$ cat src/rtl/pkg_testbench_defs.sv
// Shared types for the ALU dispatch path: request record, flag layout, dispatcher FSM states.
// Latency: n/a (types and constants only).
// Backpressure: n/a.
package pkg_testbench_defs;

    localparam int DATA_SIZE = 8;

    typedef struct packed {
        logic aux_carry;
        logic neg;
        logic zero;
        logic carry;
    } alu_flags_t;

    typedef struct packed {
        logic [7:0]           op;
        logic [DATA_SIZE-1:0] oper_a;
        logic [DATA_SIZE-1:0] oper_b;
        logic                 use_flags;
        alu_flags_t           flags;
    } alu_req_t;

    typedef enum logic [1:0] {
        IDLE,
        EXEC,
        RESP
    } dispatch_state_t;

endpackage

$ cat src/rtl/alu_req_fifo.sv
// Request FIFO of alu_req_t entries, FIFO_DEPTH deep, no write-to-read bypass.
// Latency: an entry pushed at one edge is visible at the head after that edge.
// Backpressure: pushes are dropped while full; pops are ignored while empty.
module alu_req_fifo
    import pkg_testbench_defs::*;
#(
    parameter int FIFO_DEPTH = 4
) (
    input  logic     clock,
    input  logic     reset,
    input  logic     push,
    input  alu_req_t push_dat,
    input  logic     pop,
    output alu_req_t pop_dat,
    output logic     full,
    output logic     empty
);

    localparam int AW = $clog2(FIFO_DEPTH);
    localparam logic [AW:0] PTR_ONE = (AW+1)'(1);

    alu_req_t    mem [FIFO_DEPTH];
    logic [AW:0] wr_ptr;
    logic [AW:0] rd_ptr;

    // Extra MSB on each pointer distinguishes full from empty when the low bits match.
    assign full    = (wr_ptr[AW] != rd_ptr[AW]) && (wr_ptr[AW-1:0] == rd_ptr[AW-1:0]);
    assign empty   = (wr_ptr == rd_ptr);
    assign pop_dat = mem[rd_ptr[AW-1:0]];

    always_ff @(posedge clock or posedge reset) begin
        if (reset) begin
            wr_ptr <= '0;
            rd_ptr <= '0;
        end else begin
            if (push && !full) begin
                wr_ptr <= wr_ptr + PTR_ONE;
            end
            if (pop && !empty) begin
                rd_ptr <= rd_ptr + PTR_ONE;
            end
        end
    end

    always_ff @(posedge clock) begin
        if (push && !full) begin
            mem[wr_ptr[AW-1:0]] <= push_dat;
        end
    end

endmodule

$ cat src/rtl/alu_op_dispatcher.sv
// Queues ALU requests, issues one at a time, captures result+flags after ALU_LATENCY edges.
// Latency: accept to rsp_valid = ALU_LATENCY+1 edges; optional counters via ALU_OP_DISPATCHER_STATS_EN.
// Backpressure: req_ready low when FIFO full or in reset; rsp_* held until rsp_ready.
module alu_op_dispatcher
    import pkg_testbench_defs::*;
#(
    parameter int FIFO_DEPTH  = 4,
    parameter int ALU_LATENCY = 1
) (
    input  logic                 clock,
    input  logic                 reset,
    input  logic                 req_valid,
    output logic                 req_ready,
    input  logic [7:0]           req_op,
    input  logic [DATA_SIZE-1:0] req_oper_a,
    input  logic [DATA_SIZE-1:0] req_oper_b,
    input  logic                 req_use_flags,
    input  logic [3:0]           req_flags,
    output logic [7:0]           alu_op,
    output logic [DATA_SIZE-1:0] alu_oper_a,
    output logic [DATA_SIZE-1:0] alu_oper_b,
    output logic [3:0]           alu_flags_in,
    input  logic [DATA_SIZE-1:0] alu_result,
    input  logic [3:0]           alu_flags_out,
    output logic                 rsp_valid,
    input  logic                 rsp_ready,
    output logic [DATA_SIZE-1:0] rsp_result,
    output logic [3:0]           rsp_flags,
    output logic [3:0]           flags_q,
    output logic                 busy
`ifdef ALU_OP_DISPATCHER_STATS_EN
    ,
    output logic [15:0]          op_count,
    output logic [15:0]          stall_count
`endif
);

    localparam int CW = (ALU_LATENCY > 1) ? $clog2(ALU_LATENCY) : 1;
    localparam logic [CW-1:0] CNT_INIT = CW'(ALU_LATENCY - 1);
    localparam logic [CW-1:0] CNT_ONE  = CW'(1);

    dispatch_state_t state;
    dispatch_state_t state_nxt;
    logic [CW-1:0]   cnt;
    logic            issue;
    logic            capture;
    logic            rsp_take;
    logic            fifo_full;
    logic            fifo_empty;
    alu_req_t        req_dat;
    alu_req_t        head;

    assign req_dat   = {req_op, req_oper_a, req_oper_b, req_use_flags, req_flags};
    assign req_ready = !fifo_full && !reset;
    assign busy      = !fifo_empty || (state != IDLE);

    alu_req_fifo #(
        .FIFO_DEPTH (FIFO_DEPTH)
    ) u_fifo (
        .clock    (clock),
        .reset    (reset),
        .push     (req_valid && req_ready),
        .push_dat (req_dat),
        .pop      (issue),
        .pop_dat  (head),
        .full     (fifo_full),
        .empty    (fifo_empty)
    );

    always_ff @(posedge clock or posedge reset) begin
        if (reset) begin
            state <= IDLE;
        end else begin
            state <= state_nxt;
        end
    end

    // A response handshake and the next issue share one edge so back-to-back ops lose no cycle.
    always_comb begin
        state_nxt = state;
        issue     = 1'b0;
        capture   = 1'b0;
        rsp_take  = 1'b0;
        case (state)
            IDLE: begin
                if (!fifo_empty) begin
                    issue     = 1'b1;
                    state_nxt = EXEC;
                end
            end
            EXEC: begin
                if (cnt == '0) begin
                    capture   = 1'b1;
                    state_nxt = RESP;
                end
            end
            RESP: begin
                if (rsp_ready) begin
                    rsp_take = 1'b1;
                    if (!fifo_empty) begin
                        issue     = 1'b1;
                        state_nxt = EXEC;
                    end else begin
                        state_nxt = IDLE;
                    end
                end
            end
            default: state_nxt = IDLE;
        endcase
    end

    always_ff @(posedge clock or posedge reset) begin
        if (reset) begin
            alu_op       <= '0;
            alu_oper_a   <= '0;
            alu_oper_b   <= '0;
            alu_flags_in <= '0;
            cnt          <= '0;
            rsp_valid    <= 1'b0;
            rsp_result   <= '0;
            rsp_flags    <= '0;
            flags_q      <= '0;
        end else begin
            if (issue) begin
                alu_op       <= head.op;
                alu_oper_a   <= head.oper_a;
                alu_oper_b   <= head.oper_b;
                alu_flags_in <= head.use_flags ? flags_q : head.flags;
                cnt          <= CNT_INIT;
            end else if ((state == EXEC) && (cnt != '0)) begin
                cnt <= cnt - CNT_ONE;
            end
            if (capture) begin
                rsp_result <= alu_result;
                rsp_flags  <= alu_flags_out;
                flags_q    <= alu_flags_out;
                rsp_valid  <= 1'b1;
            end else if (rsp_take) begin
                rsp_valid <= 1'b0;
            end
        end
    end

`ifdef ALU_OP_DISPATCHER_STATS_EN
    always_ff @(posedge clock or posedge reset) begin
        if (reset) begin
            op_count    <= '0;
            stall_count <= '0;
        end else begin
            if (rsp_take) begin
                op_count <= op_count + 16'd1;
            end
            if (req_valid && !req_ready && (stall_count != 16'hFFFF)) begin
                stall_count <= stall_count + 16'd1;
            end
        end
    end
`endif

endmodule

$ cat config.mk
export PLATFORM = sky130hd
export DESIGN_NAME = alu_op_dispatcher
export DESIGN_NICKNAME = d
export VERILOG_FILES = /design/src/rtl/pkg_testbench_defs.sv /design/src/rtl/alu_req_fifo.sv /design/src/rtl/alu_op_dispatcher.sv
export SDC_FILE = /design/constraint.sdc
export NUM_CORES = 1
export LEC_CHECK = 0
export BUFFER_PORTS_ARGS = -buffer_cell sky130_fd_sc_hd__buf_2
export CORE_MARGIN = 2
export CORE_UTILIZATION = 61
export CTS_CLUSTER_SIZE = 25
export DETAILED_ROUTE_END_ITERATION = 10
export GPL_TIMING_DRIVEN = 0
export HOLD_SLACK_MARGIN = 0.12
export MAX_ROUTING_LAYER = met4
export PLACE_DENSITY = 0.91
export SKIP_CTS_REPAIR_TIMING = 1
export SLEW_MARGIN = 20
export SYNTH_ARGS = -nofsm -noshare
export SYNTH_HDL_FRONTEND = slang
export SYNTH_HIERARCHICAL = 1
export SYNTH_SLANG_ARGS = --single-unit
$ cat constraint.sdc
create_clock -name clock -period 4.5 [get_ports clock]
set_clock_uncertainty 0.1 [all_clocks]
set_input_delay 1.35 -clock clock [delete_from_list [all_inputs] [get_ports clock]]
set_output_delay 1.35 -clock clock [all_outputs]
set_load 0.02 [all_outputs]
* Word level (Yosys, flattened, before mapping)
Memories as Yosys holds them, arrays and structs flattened.
Cells that the tools add are included.
** Cells by class
- Add/sub/neg operators :: 3
- Reductions and logical operators :: 15
- Equal/unequal tests :: 8
- Muxes and demuxes :: 19
** Operators with widths (count)
- 1-bit two-way mux :: 13
- 3-bit by 1-bit adder with 3-bit output, second input constant :: 2
- 1-bit logical AND :: 6
- 2-bit two-way mux :: 3
- 2-bit inequality test, second input constant :: 3
- 2-bit case mux with 3 select lines :: 1
- 2-bit nonzero test :: 3
- 4-bit two-way mux :: 1
- 3-bit == test :: 1
- 1-bit zero test :: 3
- 3-bit AND reduction :: 1
- 2-bit by 1-bit == test with 1-bit output, second input constant :: 1
- 2-bit == test :: 1
- 2-bit == test, second input constant :: 1
- 2-bit zero test :: 1
- 1-bit case mux with 2 select lines :: 1
- 1-bit logical OR :: 1
- 1-bit inequality test :: 1
- 1-bit subtractor, second input constant :: 1
** Word-level totals
- RAM bits :: 116
- Register bits after elaboration :: 50
- Memories :: 1
- Input port bits :: 45
- Output and inout port bits :: 47
** Memory list
- u_fifo.mem :: words 4, bits a word 29, read ports 1, clocked after memory_dff 0, wr ports 1, RTL line alu_req_fifo.sv:22 : alu_req_t mem [FIFO_DEPTH];

* Depth between registers and ports, before layout
Gate-level depths: netlist (run 1).
- Depth after elaboration :: 8
- Mapped depth :: 10
- Mapped depth without buffers :: 8

* Hierarchy
The synthesis (run 1) kept the hierarchy.
** By module, submodules not included
- alu_req_fifo :: area an instance 4702.0 sq um, cells each 202, times used 1
- alu_op_dispatcher :: area an instance 1895.6 sq um, cells each 116, times used 1

* Worst setup path before layout (run 1)
Ideal clock, no wire load.
- Path type :: input to register
- Start :: input reset
- End :: memory u_fifo/mem[3][0] (netlist bit) (enable)
- Cell stages on the path :: 4
- Setup slack :: 0.997 ns
- Required time :: 3.999 ns
- Buffers on the path :: 0
- Data arrival time :: 3.002 ns
- Cell sequence :: nor2_1 and2_1 nand2_1 a31oi_2
** Between the ends
- Word-level cells in the longest chain between the ends :: 6
** RTL lines
- from (decl) :: RTL line alu_op_dispatcher.sv:11 : input logic reset,
- 1-bit zero test (no source line)
- 1-bit logical AND :: RTL line alu_op_dispatcher.sv:54 : assign req_ready = !fifo_full && !reset;
- 1-bit logical AND :: RTL line alu_op_dispatcher.sv:62 : .push (req_valid && req_ready),
- 1-bit logical AND :: RTL line alu_req_fifo.sv:46 : if (push && !full) begin
- 1-bit two-way mux :: RTL line alu_req_fifo.sv:46
- 1-bit two-way mux (not written as such) :: RTL line alu_req_fifo.sv:47 : mem[wr_ptr[AW-1:0]] <= push_dat;
- to (decl) :: RTL line alu_req_fifo.sv:22
No other way between the ends.

* Worst setup path in the final report (run 1)
- Start :: register u_fifo.rd_ptr[1]
- End :: output req_ready
** Between the ends
- Word-level cells in the longest chain between the ends :: 4
** RTL lines
- from (decl) :: RTL line alu_req_fifo.sv:24 : logic [AW:0] rd_ptr;
- from (signal assigned) :: RTL line alu_req_fifo.sv:40 : rd_ptr <= rd_ptr + PTR_ONE;
- 2-bit == test :: RTL line alu_req_fifo.sv:27 : assign full = (wr_ptr[AW] != rd_ptr[AW]) && (wr_ptr[AW-1:0] == rd_ptr[AW-1:0]);
- 1-bit logical AND :: RTL line alu_req_fifo.sv:27
- net fifo_full :: RTL line alu_op_dispatcher.sv:48 : logic fifo_full;
- 1-bit zero test :: RTL line alu_op_dispatcher.sv:54
- 1-bit logical AND :: RTL line alu_op_dispatcher.sv:54
- to (decl) :: RTL line alu_op_dispatcher.sv:13 : output logic req_ready,
The timed path passes the listed nets, and every way through them passes these cells.

==> results of run 1 <==
-- layout by cell type (no fill, tap or decap), drive strengths merged, types with 4 or more instances in the layout --
master	n
xnor2	5
inv	12
mux2	44
and3	4
dfrtp	50
mux4	29
o31ai	4
ha	5
bufinv	4
clkbuf	22
a21oi	5
edfxtp	116
xor2	4
buf	113
nor2	4
-- final cells by class --
cell class              instances  area (um^2)
fillers                       584         2450
flip-flops and latches        166         4730
clock buffers                  22          433
clock inverters                10          171
well taps                     136          170
multi-input cells             125         1680
plain buffers                  17          163
repair buffers                 96          581
inverters                      10         37.5
-- power groups by stage --
stage	registers, mW	clock network (mW)	logic (mW)
after detailed placement	2.25	0	2.39
after global routing	2.26	1.57	2.55
after floorplan	2.45	0	1.55
after CTS	2.22	1.50	2.41
after global placement	2.23	0	2.26
final	2.22	1.47	2.39
-- flip-flops by register name, indices dropped and copies added (netlist names) --
signal         cells
u_fifo/mem       116
alu_op             8
alu_oper_a         8
alu_oper_b         8
rsp_result         8
alu_flags_in       4
flags_q            4
u_fifo/rd_ptr      3
u_fifo/wr_ptr      3
state              2
cnt                1
rsp_valid          1
-- worst max-delay path, cell delays in order (launching register included) --
cell and delay, ps:
dfrtp_1 390, buf_2 170, xnor2_1 460, nand3_2 220, inv_1 90, nor2_1 50
buf_2 150
-- cell families (layout without fill, tap and decap cells) --
group,after synthesis,after routing
AND/OR/NAND/NOR,20,20
multiplexers,73,73
flip-flops,166,166
buffers and inverters,27,155
XOR/XNOR,9,9
AO/OA/AOI/OAI,18,18
adder cells (fa/ha/maj),5,5
-- stage by stage --
stage	util [%]	setup WS, ps	total power, mW
2_1_floorplan	-	997	4.00
3_3_place_gp	69.3	341	4.48
3_5_place_dp	70.7	1140	4.64
4_1_cts	76.5	992	6.14
5_1_grt	76.5	854	6.38
6_report	76.5	993	6.08
-- path summary, 6_finish.rpt --
kind | start | end | depth (start not counted)
max in group asynchronous | reset | flags_q[3] | 3
max reg2reg | u_fifo/rd_ptr[1] | u_fifo/mem[3][9] | 9
min | alu_oper_a[6] | alu_oper_a[6] | 1
min in group asynchronous | reset | u_fifo/wr_ptr[2] | 2
min reg2reg | alu_oper_a[6] | alu_oper_a[6] | 1
max | u_fifo/rd_ptr[1] | req_ready | 6
-- per-layer routing --
metal | vias up | global-route usage (%) | wire [um]
met5 | - | - | 0
met4 | 0 | 8.52 | 171
met3 | 16 | 7.35 | 785
met2 | 130 | 38.3 | 6350
met1 | 1654 | 29.2 | 4880
li1 | 1468 | - | -
==> flow_metrics.py, run 1 <==
metrics = {
    "floorplanning": {
        "die_h_um": 108,
        "dieWidth_um": 108,
        "top_level_ports": 92,
        "core_mm2": 0.0104,
        "fp.dieArea_mm2": 0.0117,
        "rows": 37,
        "start_util_pct": 63.3,
    },
    "cts": {
        "clock-root-buffer": "clkbuf_8",
        "cts_made_buffers": 17,
        "clk_latency_ps": 530,
        "clock_sinks": 166,
        "cts_tree": "built",
        "cts_max_path_buffers": 2,
        "htree_levels": 4,
        "clk_pin_slew_ps": 70,
    },
    "synth": {
        "synth_edf_count": 116,
        "synth_area_per_cell_um2": 20.7,
        "yosys_warnings": 6,
        "synth_area_leaders": "edfxtp_1 53%, dfrtp_1 19%, mux4_2 9.9%",
        "ys_ff_latch": 166,
        "synth_seq_area_share_pct": 71.8,
        "synth_nets": 368,
        "synth-compound-area-share_pct": 1.97,
        "synth-simple-area-share_pct": 1.80,
        "synth_top_area_cell": "edfxtp_1",
        "synth.distinct_cells": 33,
        "synth_area_mm2": 0.00660,
        "yosysMostFrequentCell": "edfxtp_1",
        "netlist_instances": 318,
        "muxShareOfSynthArea_pct": 18.9,
        "synth_top_area_share_pct": 52.8,
        "synth_xor_area_share_pct": 1.54,
        "synth_top_cells_by_count": "116 x edfxtp_1, 50 x dfrtp_1, 29 x mux4_2",
        "yosys_most_used_dff": "edfxtp_1",
        "async_flop_share_pct": 30.1,
        "synth_top_family_by_area": "multiplexers",
        "synthAdderAreaFrac_pct": 0.948,
    },
    "final_layout": {
        "area_growth_pct": 20.7,
        "fin_area_mm2": 0.00797,
        "antenna_cells": 0,
        "drive_above_1_share_pct": 50.7,
        "fin_nets": 483,
        "final-instance-count-excl-fill": 582,
    },
    "power_and_ir_drop": {
        "internal_power_mw": 4.14,
        "pwr-share-seq_pct": 36.5,
        "switchingPower_mw": 1.94,
        "ir_drop_mv": 0.447,
        "clockPowerShare_pct": 24.2,
        "switching_share_pct": 31.9,
        "p_comb_share_pct": 39.3,
        "powerDensity_mw_per_mm2": 764,
        "p_leak_nw": 3.13,
    },
    "setup_path": {
        "cp_data_arrival_time_ps": 2060,
        "cp_max_fo": 7,
        "worstSetupPathType": "reg2out",
        "cp-start-kind": "flop",
        "r2r_slack_ps": 1630,
        "required_ps": 3050,
        "end_kind": "output pin",
    },
    "timing": {
        "fmax_mhz": 285,
        "worst_slew_margin_rel_pct": 47.9,
        "rsz0062_at_grt": "false",
        "tightest_slew_ps": 782,
        "hold_viol": 0,
        "setup_viol_count_final": 0,
        "finalCritPeriodShare_pct": 77.9,
        "min_period_ps": 3510,
        "slew_violations": 0,
        "setup_tns_ps": 0,
        "whs_ps": 407,
    },
    "drt": {
        "dr_total_vias": 3268,
        "drt_wl_total_mm": 12.2,
        "drt_iter0_drc": 218,
        "drc_errors": 0,
        "ant_nets": 0,
        "via_per_inst": 5.62,
        "wire_per_inst_um": 20.9,
        "first_pass_iters": 4,
    },
    "global_route": {
        "grt_antenna_before_repair": 0,
        "overflow": 0,
        "grt_pass1_vias": 3464,
        "grt_pass1_wl_mm": 19.0,
        "grt_max_degree": 25,
        "grt_use_total_pct": 23.9,
    },
    "placement": {
        "place_congestion": 0.823,
        "port-buffer-count": 91,
        "placed_area_mm2": 0.00736,
        "dp_cells": 550,
        "dp_hpwl_mm": 8.04,
    },
    "run": {
        "drv_cap": 0,
    },
    "hold_path": {
        "hold_path_class": "reg2reg",
    },
    "outcome": {
        "status": "completed",
    },
}
No activity file was read; power rests on OpenSTA's default activity.
==> inputs of run 2 (changes only) <==
--- a/config.mk
+++ b/config.mk
@@ -5,15 +5,16 @@
 export SDC_FILE = /design/constraint.sdc
 export NUM_CORES = 1
 export LEC_CHECK = 0
+export ABC_AREA = 1
 export BUFFER_PORTS_ARGS = -buffer_cell sky130_fd_sc_hd__buf_2
 export CORE_MARGIN = 2
-export CORE_UTILIZATION = 61
+export CORE_UTILIZATION = 57
 export CTS_CLUSTER_SIZE = 25
 export DETAILED_ROUTE_END_ITERATION = 10
 export GPL_TIMING_DRIVEN = 0
 export HOLD_SLACK_MARGIN = 0.12
 export MAX_ROUTING_LAYER = met4
-export PLACE_DENSITY = 0.91
+export PLACE_DENSITY = 0.86
 export SKIP_CTS_REPAIR_TIMING = 1
 export SLEW_MARGIN = 20
 export SYNTH_ARGS = -nofsm -noshare
==> constraint.sdc (replaced) <==
create_clock -name clock -period 3.55 [get_ports clock]
set_clock_uncertainty 0.1 [all_clocks]
set_input_delay 1.065 -clock clock [delete_from_list [all_inputs] [get_ports clock]]
set_output_delay 1.065 -clock clock [all_outputs]
set_load 0.02 [all_outputs]
==> run 2 against run 1 <==
  * Clock-buffer cell count decreased by 2
  * Area after synthesis decreased by 0.46%
  * Combinational power increased by 21%
  * Final area decreased by 1.3%
  * Clock power increased by 14%
  * Non-clock buffer count increased by 13
  * Highest routed layer unchanged
  * Critical endpoint is now busy
  * Sequential share of layout area increased by 0.76 points
==> flow_metrics.py, run 2 <==
metrics = {
    "global_route": {
        "grt_pass1_wl_mm": 23.5,
        "overflow": 0,
        "grt_pass1_vias": 4607,
        "grt_max_degree": 30,
        "grt_use_total_pct": 25.4,
        "grt_antenna_before_repair": 0,
    },
    "drt": {
        "drt_iter0_drc": 421,
        "ant_nets": 0,
        "drc_errors": 0,
        "via_per_inst": 5.57,
        "wire_per_inst_um": 17.9,
        "first_pass_iters": 7,
        "drt_wl_total_mm": 14.8,
        "dr_total_vias": 4591,
    },
    "timing": {
        "tightest_slew_ps": 743,
        "worst_slew_margin_rel_pct": 50.4,
        "fmax_mhz": 342,
        "hold_viol": 0,
        "finalCritPeriodShare_pct": 82.3,
        "setup_viol_count_final": 0,
        "slew_violations": 0,
        "setup_ws_ps": 628,
        "rsz0062_at_grt": "false",
        "min_period_ps": 2920,
        "setup_tns_ps": 0,
    },
    "final_layout": {
        "post-route-util_pct": 69.5,
        "final_cell_mix": "129 x nand2_1, 116 x edfxtp_1, 101 x buf_2, 72 x o21ai_0, 62 x nor2_1",
        "final_common_cell": "nand2_1",
        "largest_reg_flops": 116,
        "seq_area_mm2": 0.00473,
        "nFillCells": 774,
        "fin_nets": 718,
        "drive_above_1_share_pct": 24.4,
        "multi_input_area_mm2": 0.00152,
        "antenna_cells": 0,
        "area_growth_pct": 19.8,
        "final-instance-count-excl-fill": 824,
    },
    "cts": {
        "clk_latency_ps": 430,
        "clock-root-buffer": "clkbuf_16",
        "htree_levels": 4,
        "cts_made_buffers": 17,
        "clock_sinks": 166,
        "cts_tree": "built",
        "clk_pin_slew_ps": 70,
        "cts_max_path_buffers": 2,
    },
    "setup_path": {
        "startpoint": "u_fifo/rd_ptr[0]",
        "end_kind": "output pin",
        "crit_path_max_incr_delay_ps": 400,
        "r2r_start": "u_fifo/rd_ptr[2]",
        "crit_path_cell_trace": "buf_6 -> xnor2_4 -> nand3_2 -> inv_1 -> nand3_1 -> buf_2",
        "worstSetupPathType": "reg2out",
        "cp_data_arrival_time_ps": 1760,
        "cp_max_fo": 7,
        "required_ps": 2380,
        "critPathSlowestCell": "dfrtp_1",
        "cp-start-kind": "flop",
    },
    "placement": {
        "dp_cells": 792,
        "dp_hpwl_mm": 9.60,
        "place_congestion": 0.832,
        "place_worst_setup_slack_ps": 362,
        "port-buffer-count": 91,
    },
    "synth": {
        "synth_top_cells_by_count": "129 x nand2_1, 116 x edfxtp_1, 72 x o21ai_0",
        "netlist_instances": 554,
        "yosys_warnings": 6,
        "synth_edf_count": 116,
        "synth_seq_area_share_pct": 72.1,
        "yosys_most_used_dff": "edfxtp_1",
        "synth_area_per_cell_um2": 11.9,
        "synth_top_area_cell": "edfxtp_1",
        "synth_area_mm2": 0.00657,
        "yosysMostFrequentCell": "nand2_1",
        "ys_ff_latch": 166,
        "synth.distinct_cells": 24,
        "synth_nets": 604,
        "async_flop_share_pct": 30.1,
        "synth_top_area_share_pct": 53.0,
        "synth_area_leaders": "edfxtp_1 53%, dfrtp_1 19%, nand2_1 7.4%",
    },
    "power_and_ir_drop": {
        "clockPowerShare_pct": 22.9,
        "p_comb_share_pct": 39.3,
        "internal_power_mw": 4.41,
        "powerDensity_mw_per_mm2": 932,
        "pwr-share-seq_pct": 37.8,
        "switching_share_pct": 39.8,
        "switchingPower_mw": 2.92,
        "p_leak_nw": 3.35,
        "ir_drop_mv": 0.493,
    },
    "hold_path": {
        "hp-start": "alu_op[3]",
        "hold_path_class": "reg2reg",
    },
    "floorplanning": {
        "start_util_pct": 58.0,
        "rows": 39,
        "top_level_ports": 92,
        "core_mm2": 0.0113,
        "fp.dieArea_mm2": 0.0124,
        "die_h_um": 111,
        "dieWidth_um": 111,
    },
    "outcome": {
        "status": "completed",
    },
    "run": {
        "drv_cap": 0,
    },
}
-- run 2: cell count changes after synthesis, sizes merged, moves of 10 or more --
| cell | delta |
|---|---|
| o21ai | +72 |
| inv | +26 |
| nand3 | +10 |
| nor2 | +62 |
| mux4 | -29 |
| nand2 | +129 |
| mux2 | -44 |
| o22ai | +29 |
-- run 2: cell families after synthesis --
kind of cell | share of synthesized area [%]
AOI/OAI and AO/OA | 8.48
xor gates and xnor gates | 0.553
adders and majority gates | 0.953
buffers and inverters | 5.18
DFF | 72.1
and+or+nand+nor | 12.7
-- run 2: per-stage QoR --
stage,total power [mW],hold slack [ps],area [um^2]
finish,7.33,373,7870
global route,7.75,393,7870
CTS,7.35,377,7870
detailed placement,5.66,360,7330
global placement,5.44,354,7200
floorplan,4.67,384,6570
-- run 2: worst max-delay path: cells and delay by family (launching register included) --
kind | cells | cell delay, ps
XOR/XNOR | 1 | 200
buffers and inverters | 3 | 450
flip-flops | 1 | 400
AND/OR/NAND/NOR | 2 | 280
-- run 2: layer usage --
metal	share of wire (%)	global-route usage, %	up-vias
li1	-	-	2116
met1	40	31.7	2234
met2	51	41.1	217
met3	7.7	6.59	24
met4	1.5	8.81	0
met5	0	-	-
-- run 2: layout make-up --
class / instances / share of cell area (%)
Timing Repair Buffer: 95 / 7.10
Clock buffer: 20 / 5.68
Clock inverter: 12 / 1.16
Multi-Input combinational cell: 321 / 19.3
Buffer: 31 / 2.61
Inverter: 36 / 1.72
Tap cell: 143 / 2.27
Sequential cell: 166 / 60.2
-- run 2: worst paths after layout --
kind                                      to  slack (ps)  cells past startpoint
min in group asynchronous   u_fifo/wr_ptr[2]         500                      2
max in group asynchronous      alu_oper_b[2]        2250                      3
min                                alu_op[3]         370                      2
max reg2reg                u_fifo/mem[2][11]         660                      9
min reg2reg                        alu_op[3]         370                      2
max                                     busy         630                      6
-- run 2: power groups by stage --
| stage | registers [mW] | clock network, mW | logic, mW |
|---|---|---|---|
| after floorplan | 3.05 | 0 | 1.62 |
| after global placement | 2.79 | 0 | 2.65 |
| after detailed placement | 2.81 | 0 | 2.85 |
| after CTS | 2.77 | 1.70 | 2.87 |
| after global routing | 2.82 | 1.78 | 3.16 |
| final | 2.77 | 1.68 | 2.88 |
==> inputs of run 3 (changes only) <==
--- a/config.mk
+++ b/config.mk
@@ -5,16 +5,16 @@
 export SDC_FILE = /design/constraint.sdc
 export NUM_CORES = 1
 export LEC_CHECK = 0
-export ABC_AREA = 1
+export ABC_AREA = 0
 export BUFFER_PORTS_ARGS = -buffer_cell sky130_fd_sc_hd__buf_2
 export CORE_MARGIN = 2
-export CORE_UTILIZATION = 57
+export CORE_UTILIZATION = 51
 export CTS_CLUSTER_SIZE = 25
 export DETAILED_ROUTE_END_ITERATION = 10
 export GPL_TIMING_DRIVEN = 0
 export HOLD_SLACK_MARGIN = 0.12
 export MAX_ROUTING_LAYER = met4
-export PLACE_DENSITY = 0.86
+export PLACE_DENSITY = 0.82
 export SKIP_CTS_REPAIR_TIMING = 1
 export SLEW_MARGIN = 20
 export SYNTH_ARGS = -nofsm -noshare
==> constraint.sdc (replaced) <==
create_clock -name clock -period 2.6 [get_ports clock]
set_clock_uncertainty 0.1 [all_clocks]
set_input_delay 0.78 -clock clock [delete_from_list [all_inputs] [get_ports clock]]
set_output_delay 0.78 -clock clock [all_outputs]
set_load 0.02 [all_outputs]
==> run 3 against run 2 <==
  * The run now ends with setup timing left
  * Non-clock buffer count down 15
  * Sequential cell count is the same
  * Combinational power grew 44%
  * Via count shrank 27%
  * Die area increased by 12%
  * Clock power is 50% higher
  * Critical path depth unchanged
  * Critical path type unchanged
  * Largest power group unchanged
==> flow_metrics.py, run 3 (synthesis results as in run 1) <==
metrics = {
    "power_and_ir_drop": {
        "p_leak_nw": 3.08,
        "ir_drop_mv": 0.743,
        "switchingPower_mw": 3.41,
        "powerDensity_mw_per_mm2": 1310,
        "p_comb_share_pct": 39.4,
        "internal_power_mw": 7.10,
        "pwr-share-seq_pct": 36.6,
        "switching_share_pct": 32.4,
        "clockPowerShare_pct": 24.0,
    },
    "floorplanning": {
        "die_h_um": 118,
        "core_mm2": 0.0126,
        "fp.dieArea_mm2": 0.0139,
        "rows": 41,
        "start_util_pct": 52.3,
        "top_level_ports": 92,
        "dieWidth_um": 118,
    },
    "global_route": {
        "grt_use_total_pct": 19.2,
        "grt_pass1_vias": 3498,
        "grt_pass1_wl_mm": 19.0,
        "grt_max_degree": 32,
        "overflow": 0,
        "grt_antenna_before_repair": 0,
    },
    "timing": {
        "hold_viol": 0,
        "slew_violations": 0,
        "tightest_slew_ps": 488,
        "worst_slew_margin_rel_pct": 67.5,
        "setup_tns_ps": -81.8,
        "rsz0062_at_grt": "true",
        "min_period_ps": 2670,
        "finalCritPeriodShare_pct": 103,
        "fmax_mhz": 374,
        "setup_viol_count_final": 2,
        "setup_ws_ps": -73.4,
    },
    "outcome": {
        "status": "finished with violations",
        "violations": "setup timing",
    },
    "drt": {
        "first_pass_iters": 7,
        "wl_met1_mm": 4.96,
        "drt_wl_total_mm": 12.1,
        "drt_iter0_drc": 183,
        "wire_per_inst_um": 19.6,
        "ant_nets": 0,
        "top_layer": "met4",
        "wl_met2_mm": 6.22,
        "dr_total_vias": 3352,
        "drc_errors": 0,
        "via_per_inst": 5.44,
        "wl_met3_um": 718,
    },
    "setup_path": {
        "crit_path_cell_trace": "buf_2 -> xnor2_2 -> nand3_2 -> inv_1 -> nor2_2 -> buf_2",
        "cp-start-kind": "flop",
        "crit_path_max_incr_delay_ps": 390,
        "cpMostUsedCell": "buf_2",
        "end_kind": "output pin",
        "cp_data_arrival_time_ps": 1790,
        "critPathSlowestCell": "dfrtp_1",
        "r2r_cells": 10,
        "worstSetupPathType": "reg2out",
        "cp_max_fo": 7,
        "required_ps": 1720,
    },
    "hold_path": {
        "hold_path_class": "in2async",
    },
    "final_layout": {
        "final_common_cell": "edfxtp_1",
        "fin_nets": 481,
        "fin_area_mm2": 0.00799,
        "nFillCells": 892,
        "final_cell_mix": "116 x edfxtp_1, 96 x buf_2, 49 x dfrtp_1, 29 x mux4_2, 27 x mux2_4",
        "antenna_cells": 0,
        "area_growth_pct": 21.1,
        "final-instance-count-excl-fill": 616,
        "drive_above_1_share_pct": 52.3,
        "largest_reg_flops": 116,
    },
    "placement": {
        "port-buffer-count": 91,
        "dp_cells": 583,
        "dp_hpwl_mm": 7.62,
        "place_congestion": 0.803,
        "place_worst_setup_slack_ps": -212,
        "placed_area_mm2": 0.00733,
    },
    "cts": {
        "htree_levels": 4,
        "cts_made_buffers": 17,
        "clk_pin_slew_ps": 60,
        "clock-root-buffer": "clkbuf_16",
        "cts_tree": "built",
        "clk_latency_ps": 430,
        "clock_sinks": 166,
        "cts_max_path_buffers": 2,
    },
    "run": {
        "drv_cap": 0,
    },
}
run 3: layout make-up:
type                       count  area (um^2)  area share (%)
sequential                   166         4740            59.3
clock inverter                15          180            2.25
tap                          172          215            2.69
timing repair buffer          94          523            6.54
clock buffer                  17          425            5.32
inverter                      10         37.5           0.470
buffer                        17          163            2.04
multi-input combinational    125         1710            21.4
run 3: per-stage QoR:
| stage | power [mW] | hold WS [ps] | utilization, % |
|---|---|---|---|
| finish | 10.5 | 201 | 63.3 |
| global route | 11.0 | 215 | 63.3 |
| CTS | 10.5 | 194 | 62.9 |
| detailed placement | 7.97 | 390 | 58.1 |
| global placement | 7.80 | 385 | 57.7 |
| floorplan | 6.94 | 372 | - |
run 3: final timing paths:
path / from / to / slack [ps]
setup reg to reg: u_fifo/rd_ptr[1] / u_fifo/rd_ptr[2] / 190
min in group clock: rsp_result[7] / rsp_result[7] / 410
setup / recovery: u_fifo/rd_ptr[1] / req_ready / -70
hold / removal: reset / u_fifo/wr_ptr[2] / 200
hold reg to reg: rsp_result[7] / rsp_result[7] / 410
max in group asynchronous: reset / alu_oper_b[4] / 1640
run 3: power groups by stage:
stage	Combinational (mW)	Clock, mW	Sequential [mW]
floorplan	2.71	0	4.23
global placement	3.96	0	3.84
detailed placement	4.09	0	3.89
CTS	4.13	2.56	3.85
global route	4.41	2.68	3.91
finish	4.14	2.52	3.85
run 3: routing by layer:
layer	up-vias	GRT usage (%)
li1	1472	-
met4	0	6.63
met2	110	30.7
met5	-	-
met1	1754	23.2
met3	16	6.25
run 3: worst max-delay path, delay by kind of cell, from the launching register on:
kind,cells,cell delay [ps]
buffers and inverters,3,430
XOR/XNOR,1,330
flip-flops,1,390
AND/OR/NAND/NOR,2,210
